### src/rtl/spi_target_regs_if.sv
// Bus between the SPI target and its surroundings: the SPI pins on one side,
// the register-file strobe/address/data port on the other.
interface spi_target_regs_if #(
  parameter int AW = 4
) ();
  logic          sck;
  logic          mosi;
  logic          nss;
  logic          miso;
  logic          miso_oe;
  logic          wr_stb;
  logic [AW-1:0] wr_addr;
  logic [7:0]    wr_data;
  logic          rd_stb;
  logic [AW-1:0] rd_addr;
  logic [7:0]    rd_data;
  logic          busy;

  // The SPI target itself.
  modport slave (
    input  sck, mosi, nss, rd_data,
    output miso, miso_oe, wr_stb, wr_addr, wr_data, rd_stb, rd_addr, busy
  );

  // The SPI master plus register file that surround the target.
  modport master (
    output sck, mosi, nss, rd_data,
    input  miso, miso_oe, wr_stb, wr_addr, wr_data, rd_stb, rd_addr, busy
  );
endinterface

### src/rtl/spi_target_regs.sv
// SPI target (mode 0 semantics, optional inverted SCK) bridging a slow
// bit-banged master to an external 8-bit register file. First byte is a
// command (bit7 = read, low AW bits = start address); following bytes are
// written to, or read from, auto-incrementing addresses.
module spi_target_regs #(
  parameter int          CPOL = 0,
  parameter int          AW   = 4,
  parameter int          SYNC = 2,
  parameter logic [7:0]  ID   = 8'hA5
) (
  input  logic             clk_i,
  input  logic             nreset_i,
  spi_target_regs_if.slave bus
);

  typedef enum logic [1:0] {ST_IDLE, ST_CMD, ST_WDATA, ST_RDATA} state_e;

  localparam logic CPOL_L = (CPOL != 0);

  logic [SYNC-1:0] sck_sync_q, mosi_sync_q, nss_sync_q;
  logic            sck_prev_q, nss_prev_q;
  logic            sck_s, mosi_s, nss_s;
  logic            rise_s, fall_s, nss_fall_s, nss_rise_s, byte_done_s;
  logic [7:0]      byte_s;

  state_e          state_q, state_d;
  logic [2:0]      bitcnt_q, bitcnt_d;
  logic [6:0]      rx_q, rx_d;
  logic [6:0]      tx_q, tx_d;
  logic            miso_q, miso_d;
  logic            load_q, load_d;
  logic [AW-1:0]   addr_q, addr_d;
  logic            wr_stb_q, wr_stb_d;
  logic [AW-1:0]   wr_addr_q, wr_addr_d;
  logic [7:0]      wr_data_q, wr_data_d;
  logic            rd_stb_q, rd_stb_d;
  logic [AW-1:0]   rd_addr_q, rd_addr_d;
  logic            busy_q, busy_d;
  logic            rd_dly_q;
  logic [7:0]      rd_cap_q;

  // Synchronize the asynchronous SPI pins; SCK resets to its idle level so no false edge appears.
  always_ff @(posedge clk_i or negedge nreset_i) begin
    if (!nreset_i) begin
      sck_sync_q  <= {SYNC{CPOL_L}};
      mosi_sync_q <= '0;
      nss_sync_q  <= {SYNC{1'b1}};
      sck_prev_q  <= 1'b0;
      nss_prev_q  <= 1'b1;
    end else begin
      sck_sync_q  <= {sck_sync_q[SYNC-2:0], bus.sck};
      mosi_sync_q <= {mosi_sync_q[SYNC-2:0], bus.mosi};
      nss_sync_q  <= {nss_sync_q[SYNC-2:0], bus.nss};
      sck_prev_q  <= sck_s;
      nss_prev_q  <= nss_s;
    end
  end

  assign sck_s       = sck_sync_q[SYNC-1] ^ CPOL_L;
  assign mosi_s      = mosi_sync_q[SYNC-1];
  assign nss_s       = nss_sync_q[SYNC-1];
  assign rise_s      = ~nss_s & sck_s & ~sck_prev_q;
  assign fall_s      = ~nss_s & ~sck_s & sck_prev_q;
  assign nss_fall_s  = ~nss_s & nss_prev_q;
  assign nss_rise_s  = nss_s & ~nss_prev_q;
  assign byte_s      = {rx_q, mosi_s};
  assign byte_done_s = rise_s & (bitcnt_q == 3'd7);

  // Register-file read data is valid the cycle after RD_STB; capture it then for the next SCK fall.
  always_ff @(posedge clk_i or negedge nreset_i) begin
    if (!nreset_i) begin
      rd_dly_q <= 1'b0;
      rd_cap_q <= 8'h00;
    end else begin
      rd_dly_q <= rd_stb_q;
      if (rd_dly_q) begin
        rd_cap_q <= bus.rd_data;
      end
    end
  end

  // State and output registers.
  always_ff @(posedge clk_i or negedge nreset_i) begin
    if (!nreset_i) begin
      state_q   <= ST_IDLE;
      bitcnt_q  <= 3'd0;
      rx_q      <= 7'h00;
      tx_q      <= 7'h00;
      miso_q    <= 1'b0;
      load_q    <= 1'b0;
      addr_q    <= '0;
      wr_stb_q  <= 1'b0;
      wr_addr_q <= '0;
      wr_data_q <= 8'h00;
      rd_stb_q  <= 1'b0;
      rd_addr_q <= '0;
      busy_q    <= 1'b0;
    end else begin
      state_q   <= state_d;
      bitcnt_q  <= bitcnt_d;
      rx_q      <= rx_d;
      tx_q      <= tx_d;
      miso_q    <= miso_d;
      load_q    <= load_d;
      addr_q    <= addr_d;
      wr_stb_q  <= wr_stb_d;
      wr_addr_q <= wr_addr_d;
      wr_data_q <= wr_data_d;
      rd_stb_q  <= rd_stb_d;
      rd_addr_q <= rd_addr_d;
      busy_q    <= busy_d;
    end
  end

  // Next-state logic: nSS edges dominate; otherwise SCK rise shifts in, SCK fall shifts/loads out.
  always_comb begin
    state_d   = state_q;
    bitcnt_d  = bitcnt_q;
    rx_d      = rx_q;
    tx_d      = tx_q;
    miso_d    = miso_q;
    load_d    = load_q;
    addr_d    = addr_q;
    wr_stb_d  = 1'b0;
    wr_addr_d = wr_addr_q;
    wr_data_d = wr_data_q;
    rd_stb_d  = 1'b0;
    rd_addr_d = rd_addr_q;
    busy_d    = ~nss_s;

    if (nss_rise_s) begin
      // Deselect discards any partial or just-completed byte.
      state_d  = ST_IDLE;
      bitcnt_d = 3'd0;
      miso_d   = 1'b0;
      load_d   = 1'b0;
    end else if (nss_fall_s) begin
      state_d  = ST_CMD;
      bitcnt_d = 3'd0;
      tx_d     = ID[6:0];
      miso_d   = ID[7];
      load_d   = 1'b0;
    end else if (rise_s && (state_q != ST_IDLE)) begin
      rx_d     = byte_s[6:0];
      bitcnt_d = bitcnt_q + 3'd1;
      if (byte_done_s) begin
        case (state_q)
          ST_CMD: begin
            addr_d = byte_s[AW-1:0];
            if (byte_s[7]) begin
              state_d   = ST_RDATA;
              rd_stb_d  = 1'b1;
              rd_addr_d = byte_s[AW-1:0];
              load_d    = 1'b1;
            end else begin
              state_d = ST_WDATA;
            end
          end
          ST_WDATA: begin
            wr_stb_d  = 1'b1;
            wr_addr_d = addr_q;
            wr_data_d = byte_s;
            addr_d    = addr_q + AW'(1);
          end
          ST_RDATA: begin
            rd_stb_d  = 1'b1;
            rd_addr_d = addr_q;
            load_d    = 1'b1;
          end
          default: begin
            state_d = ST_IDLE;
          end
        endcase
      end else begin
        load_d = load_q;
      end
    end else if (fall_s && (state_q != ST_IDLE)) begin
      if (load_q) begin
        // First fall after a read byte completes: present the prefetched register.
        tx_d   = rd_cap_q[6:0];
        miso_d = rd_cap_q[7];
        load_d = 1'b0;
        addr_d = addr_q + AW'(1);
      end else begin
        tx_d   = {tx_q[5:0], 1'b0};
        miso_d = tx_q[6];
      end
    end else begin
      state_d = state_q;
    end
  end

  assign bus.miso    = miso_q;
  assign bus.miso_oe = ~bus.nss;
  assign bus.wr_stb  = wr_stb_q;
  assign bus.wr_addr = wr_addr_q;
  assign bus.wr_data = wr_data_q;
  assign bus.rd_stb  = rd_stb_q;
  assign bus.rd_addr = rd_addr_q;
  assign bus.busy    = busy_q;

endmodule
### src/flat_wrapper.sv
// flat-port wrapper written by rule: the top's interface ports become plain ports
module spi_target_regs_flat 
#(
  parameter int          CPOL = 0,
  parameter int          AW   = 4,
  parameter int          SYNC = 2,
  parameter logic [7:0]  ID   = 8'hA5
)
  (clk_i, nreset_i, bus_sck, bus_mosi, bus_nss, bus_rd_data, bus_miso, bus_miso_oe, bus_wr_stb, bus_wr_addr, bus_wr_data, bus_rd_stb, bus_rd_addr, bus_busy);
  spi_target_regs_if #(.AW(AW)) bus_i ();
  input  logic clk_i;
  input  logic nreset_i;
  input wire logic [$bits(bus_i.sck)-1:0] bus_sck;
  input wire logic [$bits(bus_i.mosi)-1:0] bus_mosi;
  input wire logic [$bits(bus_i.nss)-1:0] bus_nss;
  input wire logic [$bits(bus_i.rd_data)-1:0] bus_rd_data;
  output wire logic [$bits(bus_i.miso)-1:0] bus_miso;
  output wire logic [$bits(bus_i.miso_oe)-1:0] bus_miso_oe;
  output wire logic [$bits(bus_i.wr_stb)-1:0] bus_wr_stb;
  output wire logic [$bits(bus_i.wr_addr)-1:0] bus_wr_addr;
  output wire logic [$bits(bus_i.wr_data)-1:0] bus_wr_data;
  output wire logic [$bits(bus_i.rd_stb)-1:0] bus_rd_stb;
  output wire logic [$bits(bus_i.rd_addr)-1:0] bus_rd_addr;
  output wire logic [$bits(bus_i.busy)-1:0] bus_busy;
  assign bus_i.sck = bus_sck;
  assign bus_i.mosi = bus_mosi;
  assign bus_i.nss = bus_nss;
  assign bus_i.rd_data = bus_rd_data;
  assign bus_miso = bus_i.miso;
  assign bus_miso_oe = bus_i.miso_oe;
  assign bus_wr_stb = bus_i.wr_stb;
  assign bus_wr_addr = bus_i.wr_addr;
  assign bus_wr_data = bus_i.wr_data;
  assign bus_rd_stb = bus_i.rd_stb;
  assign bus_rd_addr = bus_i.rd_addr;
  assign bus_busy = bus_i.busy;
  spi_target_regs #(.CPOL(CPOL), .AW(AW), .SYNC(SYNC), .ID(ID)) u_core (.clk_i(clk_i), .nreset_i(nreset_i), .bus(bus_i));
endmodule
### config.mk
export PLATFORM = sky130hd
export DESIGN_NAME = spi_target_regs_flat
export DESIGN_NICKNAME = d
export VERILOG_FILES = /design/src/rtl/spi_target_regs_if.sv /design/src/rtl/spi_target_regs.sv /design/src/flat_wrapper.sv
export SDC_FILE = /design/constraint.sdc
export NUM_CORES = 1
export LEC_CHECK = 0
export ABC_AREA = 1
export BUFFER_PORTS_ARGS = -buffer_cell sky130_fd_sc_hd__buf_2
export CAP_MARGIN = 30
export CORE_MARGIN = 3
export CORE_UTILIZATION = 50
export DETAILED_ROUTE_END_ITERATION = 10
export PLACE_DENSITY = 0.7
export SETUP_SLACK_MARGIN = 0.1
export SLEW_MARGIN = 25
export SYNTH_ARGS = -nofsm -noshare
export SYNTH_HDL_FRONTEND = slang
export SYNTH_SLANG_ARGS = --single-unit
### constraint.sdc
create_clock -name clk_i -period 2.2 [get_ports clk_i]
set_input_delay 0.22 -clock clk_i [delete_from_list [all_inputs] [get_ports clk_i]]
set_output_delay 0.22 -clock clk_i [all_outputs]
set_load 0.05 [all_outputs]
[Yosys cells after proc, flatten, opt, wreduce, memory -nomap -nowiden]
Cells that the tools add are included.
Word-level totals
  flip-flop bits (word level): 61
  output and inout bits: 21
  word-level logic and storage cells: 112
Operators by class
  add/sub/neg operators: 2
  equality and inequality tests: 13
  muxes and demuxes: 43
  bitwise logic cells: 14
  reduce and logical (&&, ||, !) cells: 20
Operator list (number)
  2-to-1 mux 7 bit: 4
  2-to-1 mux 1 bit: 22
  2-to-1 mux 4 bit: 5
  case mux 4 bit (2 select lines): 2
  AND reduction 6 bit: 2
  nonzero test 2 bit: 5
  2-to-1 mux 3 bit: 3
  AND reduction 3 bit: 3
  nonzero test 3 bit: 3
  2-to-1 mux 2 bit: 4
  bitwise AND 1 bit: 7
  NOT 1 bit: 7
  inequality test 2 x 1 -> 1 bit (second input constant): 3
  inequality test 3 x 1 -> 1 bit (second input constant): 2
  inequality test 5 x 2 -> 1 bit (second input constant): 1
  inequality test 5 x 3 -> 1 bit (second input constant): 1
  AND reduction 5 bit: 1
  adder 4 x 1 -> 4 bit (second input constant): 1
  equality test 2 bit (second input constant): 2
  inequality test 4 x 1 -> 1 bit (second input constant): 1
  case mux 1 bit (2 select lines): 2
  case mux 2 bit (2 select lines): 1
  AND reduction 4 bit: 1
  nonzero test 4 bit: 1
  other kinds (7): 8

[Depth between registers and ports, before layout]
  word-level depth: 8
  depth in mapped cells: 10
  depth with buffers taken out: 10

[Least setup slack after synthesis]
OpenSTA, ideal clock, no wires.
  path kind: register -> register
  start: register u_core.nss_sync_q[1]
  end: register u_core.load_q
  library setup time: 0.077 ns
  arrival time: 1.511 ns
  slack: 0.612 ns
  stages on the path, launching flop included: 10
  path buffers: 0
  clock period less this slack: 1.588 ns
  path through: dfstp_2 > inv_1 > ha_1 > nor2_2 > inv_2 > nor2_2 > inv_1 > nand2_1 > inv_1 > a21oi_1
On the way
  cells in the longest elaborated chain, start to end: 7
  elaborated cells between the ends (all ways): 18
  classes of those cells: 3 x eq/ne; 3 x mux; 8 x bitwise; 4 x reduce/logical
RTL lines
  start: declaration: line spi_target_regs.sv:20  | logic [SYNC-1:0] sck_sync_q, mosi_sync_q, nss_sync_q;
  start signal: assignment: line spi_target_regs.sv:47  | nss_sync_q <= {SYNC{1'b1}};
  start signal: assignment: line spi_target_regs.sv:53  | nss_sync_q <= {nss_sync_q[SYNC-2:0], bus.nss};
  NOT 1 bit (*)
  net u_core.busy_d: line spi_target_regs.sv:38  | logic busy_q, busy_d;
  parallel branches: the longest is 6 deep, another holds inequality test 4 x 1 -> 1 bit
  end signal: assignment: line spi_target_regs.sv:104  | load_q <= load_d;
  end: declaration: line spi_target_regs.sv:31  | logic load_q, load_d;
Mark *: on every way through the listed nets, which the timed path passes.
A chain may end at the register's enable or synchronous reset.

[Worst setup path after layout]
Same ends and word-level chain as after synthesis.

==> run_results.csv <==
group,metric,value,unit
global_routing,antenna_found_initial,0,
worst_setup_path,cp-end-kind,"flip-flop",
worst_setup_path,cpPeakStageDelay,600,ps
global_routing,grt_pass1_vias,1967,
floorplanning,rows,26,
worst_setup_path,critPathTopFamily,"flip-flops",
pwr,power_frac_seq,47.6,%
worst_setup_path,cp.arrival,2070,ps
timing,drv_slew,0,
synthesis,ys_ff_latch,61,
cts,clk_latency,330,ps
worst_setup_path,critPathMaxFanout,8,
cts,numCtsBuffers,9,
final_layout,syn_to_final_growth,17.1,%
timing,fmax,551,MHz
floorplanning,io_pins,34,
timing,finalClockSkew,7.55,ps
route,drc,0,
pwr,clkPwrFrac,42.9,%
timing,setup_violations,0,
floorplanning,start_util,53.1,%
timing,layout_min_cycle_time,1810,ps
floorplanning,die-area,6530,um^2
global_routing,grt_start_max_net_pins,35,
worst_setup_path,crit_chain,"inv_1 -> ha_1 -> nor2_2 -> inv_2 -> nor2_2 -> inv_1 -> nand2_1 -> inv_1 -> a21oi_1",
worst_setup_path,reg2reg_to,"u_core.load_q",
cts,cts_root_buffer,"clkbuf_8",
global_routing,met2_usage,26.8,%
global_routing,track_usage,17.7,%
worst_setup_path,worstSetupStartpointType,"flip-flop",
timing,final_hold_viol_count,0,
final_layout,mostFrequentLayoutCell,"nand2_1",
timing,rsz0062_at_grt,"false",
final_layout,layout-drive-gt1-share,25.3,%
worst_setup_path,cp.required,2460,ps
worst_setup_path,cp_slowest_cell,"dfstp_2",
worst_setup_path,cpMostUsedCell,"inv_1",
floorplanning,die_h,80.8,um
worst_setup_path,path_buf_inv,4,
run_status,status,"completed",
cts,path_clk_slew,70,ps
placement,io_buffers,33,
synthesis,synthTopCellsByArea,"dfrtp_1 52%, nand2_1 9.5%, inv_1 4.4%, ha_1 4.0%, o21ai_0 3.9%",
floorplanning,die_width,80.8,um
pwr,total_power,2.56,mW
final_layout,layout.nets,357,
pwr,comb_power_share,9.5,%
route,first_pass_iters,4,
cts,htreeDepth,3,
cts,cts_tree,"done",
placement,place_congestion,0.879,
global_routing,gr-usage-met1,23.9,%
worst_hold_path,min_from,"bus_rd_data[6]",
global_routing,grt_busiest_layer,"met2",
worst_hold_path,hold_end,"u_core.rd_cap_q[6]",
final_layout,most-common-layout-cells,"71 x nand2_1, 58 x dfrtp_1, 33 x inv_1, 33 x buf_2, 22 x o21ai_0",
pwr,peakVddDrop,0.000414,V
synthesis,yosysTopAreaCellShare,51.9,%
route,via_count,1994,
floorplanning,core_area,5270,um^2
cts,postCtsSetupBuffers,0,
synthesis,synth.net_count,315,
cts,numClockSinks,61,
global_routing,use_met3,4.32,%
timing,fin_tns_setup,0,ps
worst_hold_path,hold_path_depth,3,
pwr,switching_share,23.3,%
synthesis,ys_warn_count,0,
global_routing,grt_pass1_wl,8830,um
pwr,p_sw,0.597,mW
worst_setup_path,r2r_start,"u_core.nss_sync_q[1]",
timing,relSlewSlack,58.1,%
route,detail-route-antenna-nets,0,
cts,ctsResizeCount,0,
worst_setup_path,ff2ff_path_depth,9,
synthesis,yosys.cell_types.count,30,
timing,worst_slew_pin_slew,629,ps
timing,fin_crit_sh,82.5,%
route,wl,5020,um
route,drt_iter0_drc,126,
final_layout,diodes,0,
run,cap_viol_max_count,0,
worst_hold_path,min_path_type,"in -> reg",
route,wire_per_inst,12.2,um
synthesis,syn_area_per_cell,9.55,um^2
synthesis,netlist_instances,293,
synthesis,yosysSeqAreaShare,54.7,%
pwr,power_density,782,nW/um^2
pwr,leakage,1.65,nW
worst_setup_path,path_class,"reg -> reg",
cts,cts_buffer_depth,2,
placement,dp_hpwl,3660,um
route,vias_per_cell,4.86,
synthesis,yosysTopAreaCell,"dfrtp_1",
worst_setup_path,reg2reg_slack,390,ps
global_routing,grt_overflow,0,
synthesis,netlist_area,2800,um^2
pwr,p_int,1.97,mW
[cells in the mapped netlist]
library cell / number
nand2_1: 71
buf_6: 4
nor2_4: 2
nand3_1: 17
a211oi_1: 1
nand3_2: 1
nand3_4: 2
a21oi_1: 13
xor2_1: 1
o21ai_1: 8
inv_1: 33
a21oi_4: 1
nor2_2: 3
o21ai_0: 22
dfrtp_1: 58
nor2_1: 10
ha_1: 9
mux2_2: 5
a21oi_2: 1
dfstp_2: 3
nand4_1: 2
nand2_2: 2
buf_2: 2
o21ai_2: 12
nand2_4: 1
inv_2: 3
o21bai_1: 3
clkinv_2: 1
nor3_1: 1
clkbuf_1: 1
[worst reg2reg max path: stages (launching register included)]
cell and delay [ps]:
dfstp_2 600, inv_1 80, ha_1 240, nor2_2 320
inv_2 90, nor2_2 160, inv_1 70, nand2_1 60
inv_1 40, a21oi_1 100
[worst max path at each step]
stage                                to  slack (ps)  cells past startpoint                  from
final                     u_core.load_q         390                      9  u_core.nss_sync_q[1]
after global routing      u_core.load_q         210                      9  u_core.nss_sync_q[1]
after CTS                 u_core.load_q         370                      9  u_core.nss_sync_q[1]
after detailed placement  u_core.load_q         370                      9  u_core.nss_sync_q[1]
after global placement    u_core.load_q         370                      9  u_core.nss_sync_q[1]
after floorplan           u_core.load_q         610                      9  u_core.nss_sync_q[1]
[cell type report]
cell class              count  area (um^2)
flip-flops and latches     61         1530
inverters                  37          140
clock inverters             4         70.1
clock buffers              12          155
multi-input cells         188         1070
fillers                   458         1990
repair buffers             38          225
well taps                  70         87.6
[sequential cells by signal, indices dropped and copies added (netlist names), 2 cells and up]
name,flops
u_core.rd_cap_q,8
u_core.bitcnt_q,3
u_core.addr_q,4
u_core.bus.wr_addr,4
u_core.bus.rd_addr,4
u_core.bus.wr_data,8
u_core.tx_q,7
u_core.nss_sync_q,2
u_core.rx_q,7
u_core.sck_sync_q,2
u_core.mosi_sync_q,2
u_core.state_q,2
[repair_timing]
| action | 4_1_cts | 5_1_grt |
|---|---|---|
| setup endpoints to repair | 0 | 0 |
| hold endpoints to repair | 27 | 0 |
| hold buffers | 4 | 0 |
[power by group through the flow]
stage	logic (mW)	registers (mW)	clock network (mW)
final	0.244	1.22	1.10
after global routing	0.280	1.23	1.19
after CTS	0.248	1.22	1.13
after detailed placement	0.241	1.24	0
after global placement	0.238	1.24	0
after floorplan	0.161	1.24	0
[per-stage QoR]
stage               setup slack, ps  utilization, %  hold slack [ps]  instances  cell area, um^2
floorplan                       612               -            -75.6        293             2800
global placement                373            57.2              277        390             3010
detailed placement              371            57.2              284        390             3010
CTS                             365            62.2             89.8        410             3280
global route                    211            62.2              102        410             3280
finish                          386            62.2              100        410             3280
[cell families after synthesis]
| family | Yosys count | synth area share [%] |
|---|---|---|
| and+or+nand+nor | 112 | 18.5 |
| AOI/OAI and AO/OA | 61 | 13.4 |
| DFF | 61 | 54.7 |
| buffers and inverters | 44 | 7.11 |
| adders and majority gates | 9 | 4.02 |
| muxes | 5 | 2.01 |
| xor gates and xnor gates | 1 | 0.313 |
[layer usage]
layer  share of wire [%]  up-vias  routed length (um)
li1                    -     1036                   -
met1                  48      915                2420
met2                  46       31                2320
met3                 3.3       12                 166
met4                 2.3        0                 116
met5                   0        -                   0
No activity file was read; power rests on OpenSTA's default activity.
